### src/rtl/root_verify.sv
// Sequential check of a {number, sq_root, cube_root} triple using one shared shift-add multiplier.
// Optional feature macro: ROOT_VERIFY_ERR_EN (root_err flag and saturating remainders).
module root_verify (
  input  logic        clk,
  input  logic        rst,
  input  logic        in_valid,
  output logic        in_ready,
  input  logic [31:0] number,
  input  logic [15:0] sq_root,
  input  logic [10:0] cube_root,
  output logic        out_valid,
  input  logic        out_ready,
  output logic        is_square,
  output logic        is_cube,
  output logic [31:0] sq_rem,
  output logic [31:0] cb_rem,
  output logic        root_err
);

  typedef enum logic [2:0] {IDLE, SQ, CB1, CB2, DONE} state_t;

  // Handshakes: a transfer happens on a rising edge where valid && ready are both high;
  // in_ready is high only in IDLE and out_valid only in DONE, so results never overlap.
  state_t      state;
  logic [4:0]  cnt;
  logic [31:0] num_r;
  logic [10:0] cb_r;
  logic [31:0] sq_prod;
  logic [32:0] mcand;
  logic [32:0] acc;
  logic [15:0] mplier;

  logic [32:0] acc_next;
  logic [31:0] sq_diff;
  logic [31:0] cb_diff;
  logic        sq_eq;
  logic        cb_eq;

  assign in_ready  = (state == IDLE);
  assign out_valid = (state == DONE);

  // In CB2 acc_next is the full 33-bit cube on the final iteration.
  always_comb begin
    acc_next = mplier[0] ? (acc + mcand) : acc;
    sq_diff  = num_r - sq_prod;
    cb_diff  = num_r - acc_next[31:0];
    sq_eq    = (sq_prod == num_r);
    cb_eq    = (acc_next == {1'b0, num_r});
  end

`ifdef ROOT_VERIFY_ERR_EN
  logic sq_over;
  logic cb_over;

  always_comb begin
    sq_over = (sq_prod > num_r);
    cb_over = (acc_next > {1'b0, num_r});
  end
`else
  assign root_err = 1'b0;
`endif

  always_ff @(posedge clk) begin
    if (rst) begin
      state     <= IDLE;
      cnt       <= 5'd0;
      num_r     <= 32'd0;
      cb_r      <= 11'd0;
      sq_prod   <= 32'd0;
      mcand     <= 33'd0;
      acc       <= 33'd0;
      mplier    <= 16'd0;
      is_square <= 1'b0;
      is_cube   <= 1'b0;
      sq_rem    <= 32'd0;
      cb_rem    <= 32'd0;
`ifdef ROOT_VERIFY_ERR_EN
      root_err  <= 1'b0;
`endif
    end else begin
      case (state)
        IDLE: begin
          if (in_valid) begin
            num_r  <= number;
            cb_r   <= cube_root;
            mcand  <= {17'd0, sq_root};
            mplier <= sq_root;
            acc    <= 33'd0;
            cnt    <= 5'd15;
            state  <= SQ;
          end
        end
        SQ, CB1, CB2: begin
          acc    <= acc_next;
          mcand  <= mcand << 1;
          mplier <= mplier >> 1;
          cnt    <= cnt - 5'd1;
          if (cnt == 5'd0) begin
            // Last iteration of this product: hand the result to the next multiply.
            case (state)
              SQ: begin
                sq_prod <= acc_next[31:0];
                mcand   <= {22'd0, cb_r};
                mplier  <= {5'd0, cb_r};
                acc     <= 33'd0;
                cnt     <= 5'd10;
                state   <= CB1;
              end
              CB1: begin
                mcand  <= {11'd0, acc_next[21:0]};
                mplier <= {5'd0, cb_r};
                acc    <= 33'd0;
                cnt    <= 5'd10;
                state  <= CB2;
              end
              default: begin
                is_square <= sq_eq;
                is_cube   <= cb_eq;
`ifdef ROOT_VERIFY_ERR_EN
                sq_rem    <= sq_over ? 32'd0 : sq_diff;
                cb_rem    <= cb_over ? 32'd0 : cb_diff;
                root_err  <= sq_over | cb_over;
`else
                sq_rem    <= sq_diff;
                cb_rem    <= cb_diff;
`endif
                cnt       <= 5'd0;
                state     <= DONE;
              end
            endcase
          end
        end
        DONE: begin
          if (out_ready) state <= IDLE;
        end
        default: state <= IDLE;
      endcase
    end
  end

endmodule

### config.mk
export PLATFORM = sky130hd
export DESIGN_NAME = root_verify
export DESIGN_NICKNAME = d
export VERILOG_FILES = /design/src/rtl/root_verify.sv
export SDC_FILE = /design/constraint.sdc
export NUM_CORES = 1
export LEC_CHECK = 0
export CAP_MARGIN = 20
export CORE_UTILIZATION = 55
export CTS_BUF_LIST = sky130_fd_sc_hd__clkbuf_8
export DETAILED_ROUTE_END_ITERATION = 8
export PLACE_DENSITY = 0.77
export SLEW_MARGIN = 20
export SYNTH_ARGS = -nofsm -noshare
export SYNTH_HDL_FRONTEND = slang
export SYNTH_SLANG_ARGS = --single-unit
export TNS_END_PERCENT = 30
### constraint.sdc
create_clock -name clk -period 14.83 [get_ports clk]
set_clock_uncertainty 0.05 [all_clocks]
set_input_delay 2.966 -clock clk [delete_from_list [all_inputs] [get_ports clk]]
set_output_delay 2.966 -clock clk [all_outputs]
set_load 0.02 [all_outputs]
* Word level (Yosys, flattened, before mapping) *
Cells that the tools add are included.

cells by class
  muxes and demuxes = 22
  divide/modulo/power cells = 0
  bitwise gates (word level) = 1
  shift operators = 0
  add/sub/neg operators = 4
  multiply operators = 0
  reduce and logical (&&, ||, !) cells = 10
  magnitude comparators = 0
  eq/ne operators = 9

operators with widths
  kind                   number
  $mux W33               6
  $pmux W33 S2           3
  $sub A32 B32 Y32       2
  $add A33 B33 Y33       1
  $eq A33 B32 Y1         1
  $eq A32 B32 Y1         1
  $pmux W16 S2           1
  $mux W15               2
  $mux W16               1
  $mux W5                2
  $pmux W5 S2            1
  $mux W3                3
  $pmux W3 S3            1
  $reduce_and A3 Y1      3
  $eq A3 B2 Y1 const B   2
  $pmux W3 S2            1
  $logic_not A5 Y1       1
  $sub A5 B1 Y5 const B  1
  $mux W4                1
  $ne A2 B2 Y1 const B   2
  $reduce_and A2 Y1      2
  $eq A3 B1 Y1 const B   1
  $eq A3 B3 Y1 const B   1
  $logic_not A3 Y1       1
  5 further kinds        5

word-level totals
  output and inout bits = 69
  bits in latches = 0
  bits in registers = 231
  memories = 0
  RAM bits = 0
  logic and storage cells = 58
  ROM bits = 0

* Depth between registers and ports, before layout *
Gate-level depths: netlist of run 1.

  word-level depth = 5
  mapped depth = 26
  mapped depth without buffers = 25

* Least setup slack after synthesis of run 1 *
OpenSTA, ideal clock, no wires.

  kind = flip-flop to flip-flop
  from = register mplier[0]
  to = register cb_rem[31]
  clock period less this slack = 5.443 ns
  arrival = 5.305 ns
  setup slack = 9.387 ns
  stages on the path, launching flop included = 21
  cell sequence = dfxtp_1 > clkbuf_1 > buf_1 > clkbuf_1 > buf_1 > mux2i_1 > ha_1 > o21a_1 > o21ai_0 > a32oi_1 > a31o_2 > o2111ai_1 > a222oi_1 > nand3b_4 > a221oi_4 > o221ai_2 > maj3_2 > maj3_2 > a221o_1 > and4_4 > nor4_2

between the ends
  longest elaborated chain between the ends = 2

ends and longest elaborated chain
  what                    line  text
  from (decl)             31    logic [15:0] mplier;
  from (signal assigned)  87    mplier <= sq_root;
  from (signal assigned)  96    mplier <= mplier >> 1;
  from (signal assigned)  104   mplier <= {5'd0, cb_r};
  $mux W33                44    acc_next = mplier[0] ? (acc + mcand) : acc;
  $sub A32 B32 Y32        46    cb_diff = num_r - acc_next[31:0];
  to (signal assigned)    125   cb_rem <= cb_diff;
  to (decl)               16    output logic [31:0] cb_rem,

No other way between the ends.
A chain may end at the register's enable or synchronous reset.

* Worst setup path after layout of run 1 *
  from = register mcand[0]
  to = register cb_rem[31]

between the ends
  longest elaborated chain between the ends = 3

ends and longest elaborated chain
  what                    line  text
  from (decl)             29    logic [32:0] mcand;
  from (signal assigned)  86    mcand <= {17'd0, sq_root};
  from (signal assigned)  95    mcand <= mcand << 1;
  from (signal assigned)  103   mcand <= {22'd0, cb_r};
  $add A33 B33 Y33        44
  $mux W33                44
  $sub A32 B32 Y32        46

No other way between the ends.

==> impl_metrics.tcl, run 1 <==
set metrics [dict create \
    globalRouteTotalUtil 0.298 \
    hold_vio_cnt_final 0 \
    route.vias.total 13300 \
    synth_area_per_cell_um2 7.82 \
    route.detailed.vias_per_inst 6.00 \
    swShare 0.347 \
    power.share.sequential 0.348 \
    grt_setup_unrepaired "false" \
    drtAntennaViolNets 0 \
    timing.hold.worst_endpoint "mplier[11]" \
    final_util 0.664 \
    drive_gt1_frac 0.0732 \
    cp_slowest_cell "a2111oi_0" \
    slew_headroom 0.285 \
    critPathCaptureType "flop" \
    intPower_mw 1.31 \
    numCtsBuffers 40 \
    critPathLaunchType "flop" \
    drtPass1Iterations 6 \
    placed_cell_area_um2 15400 \
    fin_area_um2 16300 \
    totalPowerFinal_mw 2.01 \
    die_height_um 161 \
    initialDrtViolationCount 1244 \
    cp_slowest_stage_delay_ns 0.58 \
    cts.path.max_buffers 3 \
    worst_r2r_path_depth 21 \
    initial_core_util 0.567 \
    synthesis.nets 1929 \
    vdd_drop_max_mv 0.111 \
    routed_wire_length_per_instance_um 17.6 \
    synth_seq_cells 231 \
    required_ns 15.16 \
    num_antenna_cells 0 \
    cellPowerDensity_nw_per_um2 123 \
    ff2ff_setup_slack_ns 8.67 \
    synthFlopType "dfxtp_1" \
    path_max_fanout 6 \
    cts_tree "done" \
    number_of_setup_violations_in_the_final_report 0 \
    timing.critical_path.arrival_ns 6.49 \
    yosysWarnings 0 \
    synth_seq_area_share 0.332 \
    max_cap_violations 0 \
    root_buffer "clkbuf_8" \
    synth-edff-count 0 \
    clk_pwr_share 0.323 \
    port_buffers 130 \
    hold_buf_count_cts 0 \
    drc 0 \
    yosysUniqueCellTypes 84 \
    crit-reg2reg-launch "mcand[0]" \
    grt_overflow 0 \
    grt_pass1_wl_mm 63.3 \
    cp_common_cell "a21o_1" \
    pin_count_of_the_biggest_net_entering_global_routing 93 \
    syn-cell-area_um2 13900 \
    detailed_place_hpwl_mm 27.8 \
    dp_cells 2150 \
    status "finished clean" \
    layout_worst_path_cycle_share 0.415 \
    gp_congestion 0.942 \
    final_max_slew_viol_count 0 \
    design.portCount 132 \
    synthesis.instances 1780 \
    hold_start "mplier[12]" \
    static_leak_nw 6.34 \
    htree_levels 2 \
    number_of_global_route_vias_before_repair 12500 \
    placementRows 57 \
    cp_class "flop to flop" \
    post-route-min-period_ns 6.16 \
    clk-insertion-delay-late_ns 0.55 \
    max_slew.worst_pin.slew_ns 1.07 \
    crit_chain "ha_1 > fa_1 > a21o_1 > a2111oi_0 > nor2_1 > a21o_1 > xor2_1 > mux2i_1 > ha_1 > a21o_1 > a311o_1 > o2111ai_1 > a222oi_1 > nand3b_4 > a221oi_4 > o221ai_2 > maj3_2 > maj3_2 > a221o_1 > nor4_1 > nor4_2" \
    min-delay-path-class "flop to flop" \
    reg2reg_to "cb_rem[31]" \
    drt_wl_total_mm 39.1 \
    clkTransAtPathRegs_ns 0.07 \
    core_area_um2 24500 \
    fp.dieW_um 161 \
    worstHoldPathCells 2 \
    fin_setup_tns_ns 0 \
    cts_sinks 231 \
    filler_cell_count 2195 \
    proportion_of_register_bits_with_asynchronous_set_or_reset_after_synthesis 0 \
    timing.fmax_ghz 0.162 \
    psw_mw 0.696 \
    layout.cells.non_filler 2223 \
    post_cts_buffers 0 \
    syn_to_final_growth_pct 17.0 \
    finalNetCount 2018 \
    post_cts_resize_count 0 \
    dieArea_um2 25900 \
    grt_antenna_before_repair 0 \
    share_comb_of_total_power 0.329 \
]
[power groups by stage]
stage                     Combinational (mW)  Sequential, mW  Clock [mW]
after floorplan                        0.503           0.696           0
after global placement                 0.638           0.709           0
after detailed placement               0.648           0.710           0
after CTS                              0.652           0.697       0.657
after global routing                   0.727           0.702       0.685
final                                  0.661           0.698       0.650
[sequential cells by signal, summed over array words and instances (netlist names)]
signal / cells
cb_rem: 32
mplier: 16
state: 3
is_square: 1
acc: 33
mcand: 33
is_cube: 1
cb_r: 11
sq_prod: 32
num_r: 32
sq_rem: 32
cnt: 5
[per-layer routing]
layer  wire length [um]  vias to the layer above  GRT usage  share of wire
li1                   -                     6573          -              -
met1              18700                     6247      0.434           0.48
met2              16900                      457      0.457           0.43
met3               2710                       61     0.0408          0.069
met4                832                        0     0.0883          0.021
met5                  0                        -          0              0
[final cells by class]
class	instances	area, um^2	area share
Clock buffer	55	757	0.0465
Clock inverter	17	150	0.00922
Inverter	79	297	0.0182
Multi-Input combinational cell	1369	8620	0.529
Sequential cell	231	4620	0.284
Tap cell	324	405	0.0249
Timing Repair Buffer	148	1440	0.0881
[cell usage after synthesis (all sizes together), types with 26 or more instances]
cell type | n | area (um^2)
dfxtp | 231 | 4620
nand2 | 225 | 845
nor2 | 208 | 781
a21oi | 176 | 881
clkbuf | 91 | 342
ha | 83 | 1040
inv | 78 | 293
o21ai | 71 | 359
nor3 | 59 | 295
xnor2 | 54 | 492
a211oi | 52 | 395
a22oi | 36 | 270
nand3 | 30 | 150
a21o | 27 | 203
a221oi | 26 | 251
[worst max path at each step]
stage                         start          to  slack [ns]  depth (start not counted)
after floorplan           mplier[0]  cb_rem[31]        9.39                         20
after global placement     mcand[0]  cb_rem[31]        8.93                         21
after detailed placement   mcand[0]  cb_rem[31]        8.75                         21
after CTS                  mcand[0]  cb_rem[31]        8.72                         21
after global routing       mcand[0]  cb_rem[31]        8.16                         21
final                      mcand[0]  cb_rem[31]        8.67                         21
[cells by family after synthesis]
group | after synthesis | share of synthesized area
compound gates | 523 | 0.251
buf+inv | 180 | 0.0497
simple gates | 644 | 0.209
other cells | 1 | 0.000269
xor+xnor | 71 | 0.0460
fa+ha+maj | 99 | 0.0885
mux | 31 | 0.0237
flops | 231 | 0.332
[worst max-delay path: cells and delay by family (launching register included)]
| kind | cells | cell delay (ns) |
|---|---|---|
| and+or+nand+nor | 4 | 0.75 |
| AOI/OAI and AO/OA | 10 | 2.75 |
| muxes | 1 | 0.31 |
| adders and majority gates | 5 | 1.67 |
| xor gates and xnor gates | 1 | 0.14 |
| DFF | 1 | 0.32 |
[cells in the final DEF (no fill, tap or decap), types with 7 or more instances in the layout]
cell / Yosys / routed
nor2b_1: 15 / 15
a21oi_1: 176 / 175
a222oi_1: 7 / 7
o21bai_1: 8 / 8
a21boi_0: 11 / 11
nand2b_1: 19 / 19
nand4_1: 14 / 14
dfxtp_1: 231 / 231
nor4_1: 9 / 9
mux2i_1: 15 / 15
clkbuf_8: 0 / 55
and2_1: 11 / 10
a31o_2: 10 / 10
nand2_1: 225 / 225
xnor2_1: 53 / 53
and3_1: 9 / 8
o211ai_1: 11 / 11
maj3_1: 11 / 11
o21a_1: 15 / 15
clkdlybuf4s50_1: 0 / 129
buf_4: 1 / 17
mux2_2: 16 / 16
a221oi_1: 24 / 24
nor2_1: 208 / 208
a31oi_1: 15 / 15
a22oi_1: 36 / 36
or3_1: 11 / 11
a211oi_1: 51 / 51
nor3_1: 59 / 58
a21o_1: 27 / 26
o21ai_0: 69 / 69
xor2_1: 17 / 17
ha_1: 83 / 83
nand3_1: 30 / 29
inv_1: 78 / 86
[per-stage QoR]
stage / setup slack [ns] / hold WS, ns
global route: 8.16 / 0.419
global placement: 8.93 / 0.389
finish: 8.67 / 0.399
floorplan: 9.39 / 0.379
CTS: 8.72 / 0.401
detailed placement: 8.75 / 0.395
Power figures use the tool's default switching activity.
==> inputs of run 2 (changes only) <==
--- a/config.mk
+++ b/config.mk
@@ -6,10 +6,10 @@
 export NUM_CORES = 1
 export LEC_CHECK = 0
 export CAP_MARGIN = 20
-export CORE_UTILIZATION = 55
+export CORE_UTILIZATION = 54
 export CTS_BUF_LIST = sky130_fd_sc_hd__clkbuf_8
 export DETAILED_ROUTE_END_ITERATION = 8
-export PLACE_DENSITY = 0.77
+export PLACE_DENSITY = 0.79
 export SLEW_MARGIN = 20
 export SYNTH_ARGS = -nofsm -noshare
 export SYNTH_HDL_FRONTEND = slang
==> constraint.sdc (replaced) <==
create_clock -name clk -period 5.35 [get_ports clk]
set_clock_uncertainty 0.05 [all_clocks]
set_input_delay 1.07 -clock clk [delete_from_list [all_inputs] [get_ports clk]]
set_output_delay 1.07 -clock clk [all_outputs]
set_load 0.02 [all_outputs]
==> impl_metrics.tcl, run 2 (same netlist as run 1, synthesis figures left out) <==
set metrics [dict create \
    status "finished, violations left" \
    failed_checks "negative setup slack" \
    multi_input_comb_area_um2 8840 \
    cts.path.max_buffers 3 \
    fin_area_um2 17000 \
    route.vias.total 13700 \
    sequential_cell_area_um2 4630 \
    root_buffer "clkbuf_8" \
    final_common_cell "dfxtp_1" \
    drive_gt1_frac 0.117 \
    cellPowerDensity_nw_per_um2 339 \
    layout_top_registers "acc: 33 flops, mcand: 33 flops" \
    max_slew.worst_pin.slew_ns 1.05 \
    initial_core_util 0.551 \
    finalNetCount 2082 \
    preCtsSetupSlack_ns -0.289 \
    port_buffers 130 \
    static_leak_nw 6.66 \
    fin_setup_tns_ns -0.0159 \
    min-delay-path-class "flop to flop" \
    number_of_global_route_vias_before_repair 12500 \
    detailed_place_hpwl_mm 29.1 \
    clk-insertion-delay-late_ns 0.56 \
    globalRouteTotalUtil 0.305 \
    route.detailed.vias_per_inst 5.98 \
    fp.dieW_um 163 \
    final_cell_mix "229 x dfxtp_1, 225 x nand2_1, 207 x nor2_1" \
    num_antenna_cells 0 \
    post-route-min-period_ns 5.37 \
    max_cap_violations 0 \
    final_util 0.674 \
    hold_ws_ns 0.385 \
    grt_antenna_before_repair 0 \
    vdd_drop_max_mv 0.220 \
    dieArea_um2 26400 \
    initialDrtViolationCount 1257 \
    grt_overflow 0 \
    numCtsBuffers 41 \
    drtPass1Iterations 7 \
    cp_class "flop to flop" \
    timing.critical_path.arrival_ns 5.71 \
    number_of_setup_violations_in_the_final_report 1 \
    drc 0 \
    filler_cell_count 2120 \
    htree_levels 2 \
    timing.fmax_ghz 0.186 \
    die_height_um 163 \
    hold_buf_count_cts 0 \
    critPathCaptureType "flop" \
    design.portCount 132 \
    grt_setup_unrepaired "true" \
    syn_to_final_growth_pct 22.3 \
    clkTransAtPathRegs_ns 0.06 \
    slew_headroom 0.300 \
    path_max_fanout 3 \
    placementRows 58 \
    required_ns 5.69 \
    placed_cell_area_um2 15800 \
    drt_wl_total_mm 41.1 \
    core_area_um2 25300 \
    final_max_slew_viol_count 0 \
    cts_tree "done" \
    drtAntennaViolNets 0 \
    fin_ws_ns -0.0159 \
    layout_worst_path_cycle_share 1.00 \
    cts_sinks 231 \
    pin_count_of_the_biggest_net_entering_global_routing 86 \
    hold_vio_cnt_final 0 \
    gp_congestion 0.950 \
    grt_pass1_wl_mm 64.8 \
    routed_wire_length_per_instance_um 17.9 \
    critPathLaunchType "flop" \
]
run 2: cell count changes in the layout (fill, tap and decap cells not counted), sizes merged:
cell      before  now
buf           18   81
inv           86   89
clkinvlp       0    1
run 2: metal layers:
metal | share of wire | vias to the layer above | wire length [um] | GRT usage
met2 | 0.45 | 557 | 18300 | 0.481
met5 | 0 | - | 0 | 0
met1 | 0.47 | 6435 | 19200 | 0.439
met4 | 0.013 | 0 | 544 | 0.0701
met3 | 0.075 | 52 | 3070 | 0.0435
li1 | - | 6690 | - | -
run 2: path summary, 6_finish.rpt:
path                            slack, ns         end  depth (start not counted)        from
worst max-delay path                -0.02  cb_rem[31]                         21      acc[0]
worst max register to register      -0.02  cb_rem[31]                         21      acc[0]
worst min register to register       0.38  mplier[13]                          2  mplier[14]
worst min-delay path                 0.38  mplier[13]                          2  mplier[14]
run 2: area by class of cell:
class	instances	share of cell area
well taps	330	0.0243
clock inverters	21	0.00992
clock buffers	55	0.0445
multi-input cells	1369	0.519
flip-flops and latches	231	0.272
inverters	79	0.0176
repair buffers	211	0.112
run 2: critical path, stage by stage (launching register included):
cell and delay (ns):
dfxtp_2 0.34, ha_4 0.17, fa_2 0.41, a21o_4 0.25, a2111oi_4 0.31, nor2_1 0.10
a21o_1 0.19, xor2_1 0.14, mux2i_1 0.20, ha_1 0.28, a21o_1 0.22, a31o_4 0.23
o2111ai_4 0.22, a222oi_1 0.13, nand3b_4 0.19, a221oi_4 0.31, o221ai_2 0.16, maj3_2 0.34
maj3_2 0.31, a221o_1 0.41, nor4_4 0.20, nor4_4 0.08
run 2: metrics by stage:
stage / cells / power (mW)
final: 2296 / 5.77
after global routing: 2296 / 6.08
after detailed placement: 2212 / 3.87
after global placement: 2212 / 3.82
after CTS: 2291 / 5.71
after floorplan: 1780 / 3.32
run 2: timing repair:
item,CTS,global route
setup buffers,3,4
pin swaps,9,26
gates resized for setup,8,32
hold endpoints to repair,0,0
endpoints found under the setup margin,2,5
run 2: report_power, final:
part	internal, mW	switching, mW
Sequential	1.83	0.109
Combinational	0.864	1.14
Clock	1.06	0.758
Total	3.76	2.01
==> RTL edit (flow settings as in run 2) <==
Re-encode `state_t` (5 states) as one-hot, 5 bits wide.
--- a/src/rtl/root_verify.sv
+++ b/src/rtl/root_verify.sv
@@ -17,7 +17,7 @@
   output logic        root_err
 );
 
-  typedef enum logic [2:0] {IDLE, SQ, CB1, CB2, DONE} state_t;
+  typedef enum logic [4:0] {IDLE = 5'b00001, SQ = 5'b00010, CB1 = 5'b00100, CB2 = 5'b01000, DONE = 5'b10000} state_t;
 
   // Handshakes: a transfer happens on a rising edge where valid && ready are both high;
   // in_ready is high only in IDLE and out_valid only in DONE, so results never overlap.
Behaviour: no difference found for any inputs over 4 cycles, from zero or initial values and one cycle with rst high; so few cycles prove little.
==> RTL edit against run 2 <==
  * Synthesized area is 4.1% higher
  * Routed wire length is 4.7% higher
  * Sequential share of layout area is 0.22 points higher
  * Count of clock-buffer cells in the layout is 2 lower
  * Worst setup slack better by 260 ps
  * Fmax is 5.1% higher
  * Sequential cell count is 2 higher
  * Power is 16% lower
  * The run ends with DRC left
  * Cell area hardly changed
  * Die area is 4.0% higher
  * Worst hold slack better by 17 ps
  * Critical path depth stayed put
  * Global-route usage is 0.37 points higher
  * Highest routed layer unchanged
==> RTL edit: results (changes against run 2) <==
[metrics] fin crit share: 0.954 (was 1.00)
[metrics] result of the run: finished, violations left (unchanged)
[metrics] fin nets: 2136 (was 2082)
[metrics] detailed-router iteration count before antenna repair: 9 (was 7)
[metrics] standby leakage power: 6.40 nW (was 6.66 nW)
[metrics] last weighted congestion value of the routability-driven placer: 0.953 (was 0.950)
[metrics] post-synth net total: 2028 (was 1929)
[metrics] Syn Inst Count: 1884 (was 1780)
[metrics] global routing usage summed across all routing layers: 0.309 (was 0.305)
[metrics] launch instance of the worst min-delay path: cb_rem[4] (was mplier[14])
[metrics] number of remaining DRC errors: 13 (was 0)
[metrics] instance count after placement with tap cells included: 2282 (was 2212)
[metrics] pre-CTS setup slack: 59.2 ps (was -289 ps)
[metrics] source-to-sink clock delay at the later pin of the worst-skew pair: 540 ps (was 560 ps)
[metrics] worst hold margin: 402 ps (was 385 ps)
[metrics] most instantiated cells after synthesis: 257 x sky130_fd_sc_hd__nand2_1, 238 x sky130_fd_sc_hd__nor2_1, 233 x sky130_fd_sc_hd__dfxtp_1 (was 231 x sky130_fd_sc_hd__dfxtp_1, 225 x sky130_fd_sc_hd__nand2_1, 208 x sky130_fd_sc_hd__nor2_1)
[metrics] Placed Instance Area: 16100 sq um (was 15800 sq um)
[metrics] average via count per standard cell: 6.09 (was 5.98)
[metrics] cell with the biggest individual delay on the critical path: sky130_fd_sc_hd__maj3_1 (was sky130_fd_sc_hd__fa_2)
[metrics] Cell variety after synth: 94 (was 84)
[metrics] violated checks: DRC (was setup timing)
[metrics] maximum number of pins on one net before global-route repair: 93 (was 86)
[metrics] Layout fillers: 2330 (was 2120)
[metrics] Via Count: 14347 (was 13734)
[metrics] accumulated negative setup slack: 0 ps (was -15.9 ps)
-- RTL edit: cell count changes in the layout (fill, tap and decap cells not counted), moves of 11 or more --
cell	change
sky130_fd_sc_hd__nor3_1	-17
sky130_fd_sc_hd__a311oi_1	+13
sky130_fd_sc_hd__o21ai_1	+11
sky130_fd_sc_hd__nor2_1	+28
sky130_fd_sc_hd__buf_4	-36
sky130_fd_sc_hd__nand2_1	+32
sky130_fd_sc_hd__xor2_1	+11
sky130_fd_sc_hd__a21oi_1	+20
-- RTL edit: logic make-up (layout without fill, tap and decap cells) --
| logic type | after synthesis | in the layout |
|---|---|---|
| flip-flops | 233 | 233 |
| AO/OA/AOI/OAI | 590 | 590 |
| buffers and inverters | 181 | 317 |
| other | 1 | 1 |
| adder cells (fa/ha/maj) | 91 | 91 |
| multiplexers | 19 | 19 |
| AND/OR/NAND/NOR | 692 | 692 |
| XOR/XNOR | 77 | 77 |
-- RTL edit: per-layer routing --
metal | GRT usage | wire [microns]
met1 | 0.457 | 20600
met4 | 0.0882 | 979
met3 | 0.0458 | 3450
met2 | 0.464 | 18100
met5 | 0 | 0
-- RTL edit: repair_timing --
item                                    CTS  global route
endpoints found under the setup margin    0            12
buffers inserted                          0             1
endpoints found under the hold margin     0             0
resized for setup                         0            24
-- RTL edit: final cells by class --
type                    instances  area [sq um]  share of cell area
clock buffers                  53           729              0.0428
clock inverters                18          82.6             0.00485
inverters                      72           270              0.0159
multi-input cells            1470          9210               0.541
flip-flops and latches        233          4670               0.274
well taps                     335           419              0.0246
repair buffers                174          1650              0.0966
-- RTL edit: power breakdown --
group	internal (W)	leakage, nW	switching (W)
sequential	0.00181	1.89	0.0000886
combinational	0.000549	4.04	0.000766
clock	0.000887	0.465	0.000727
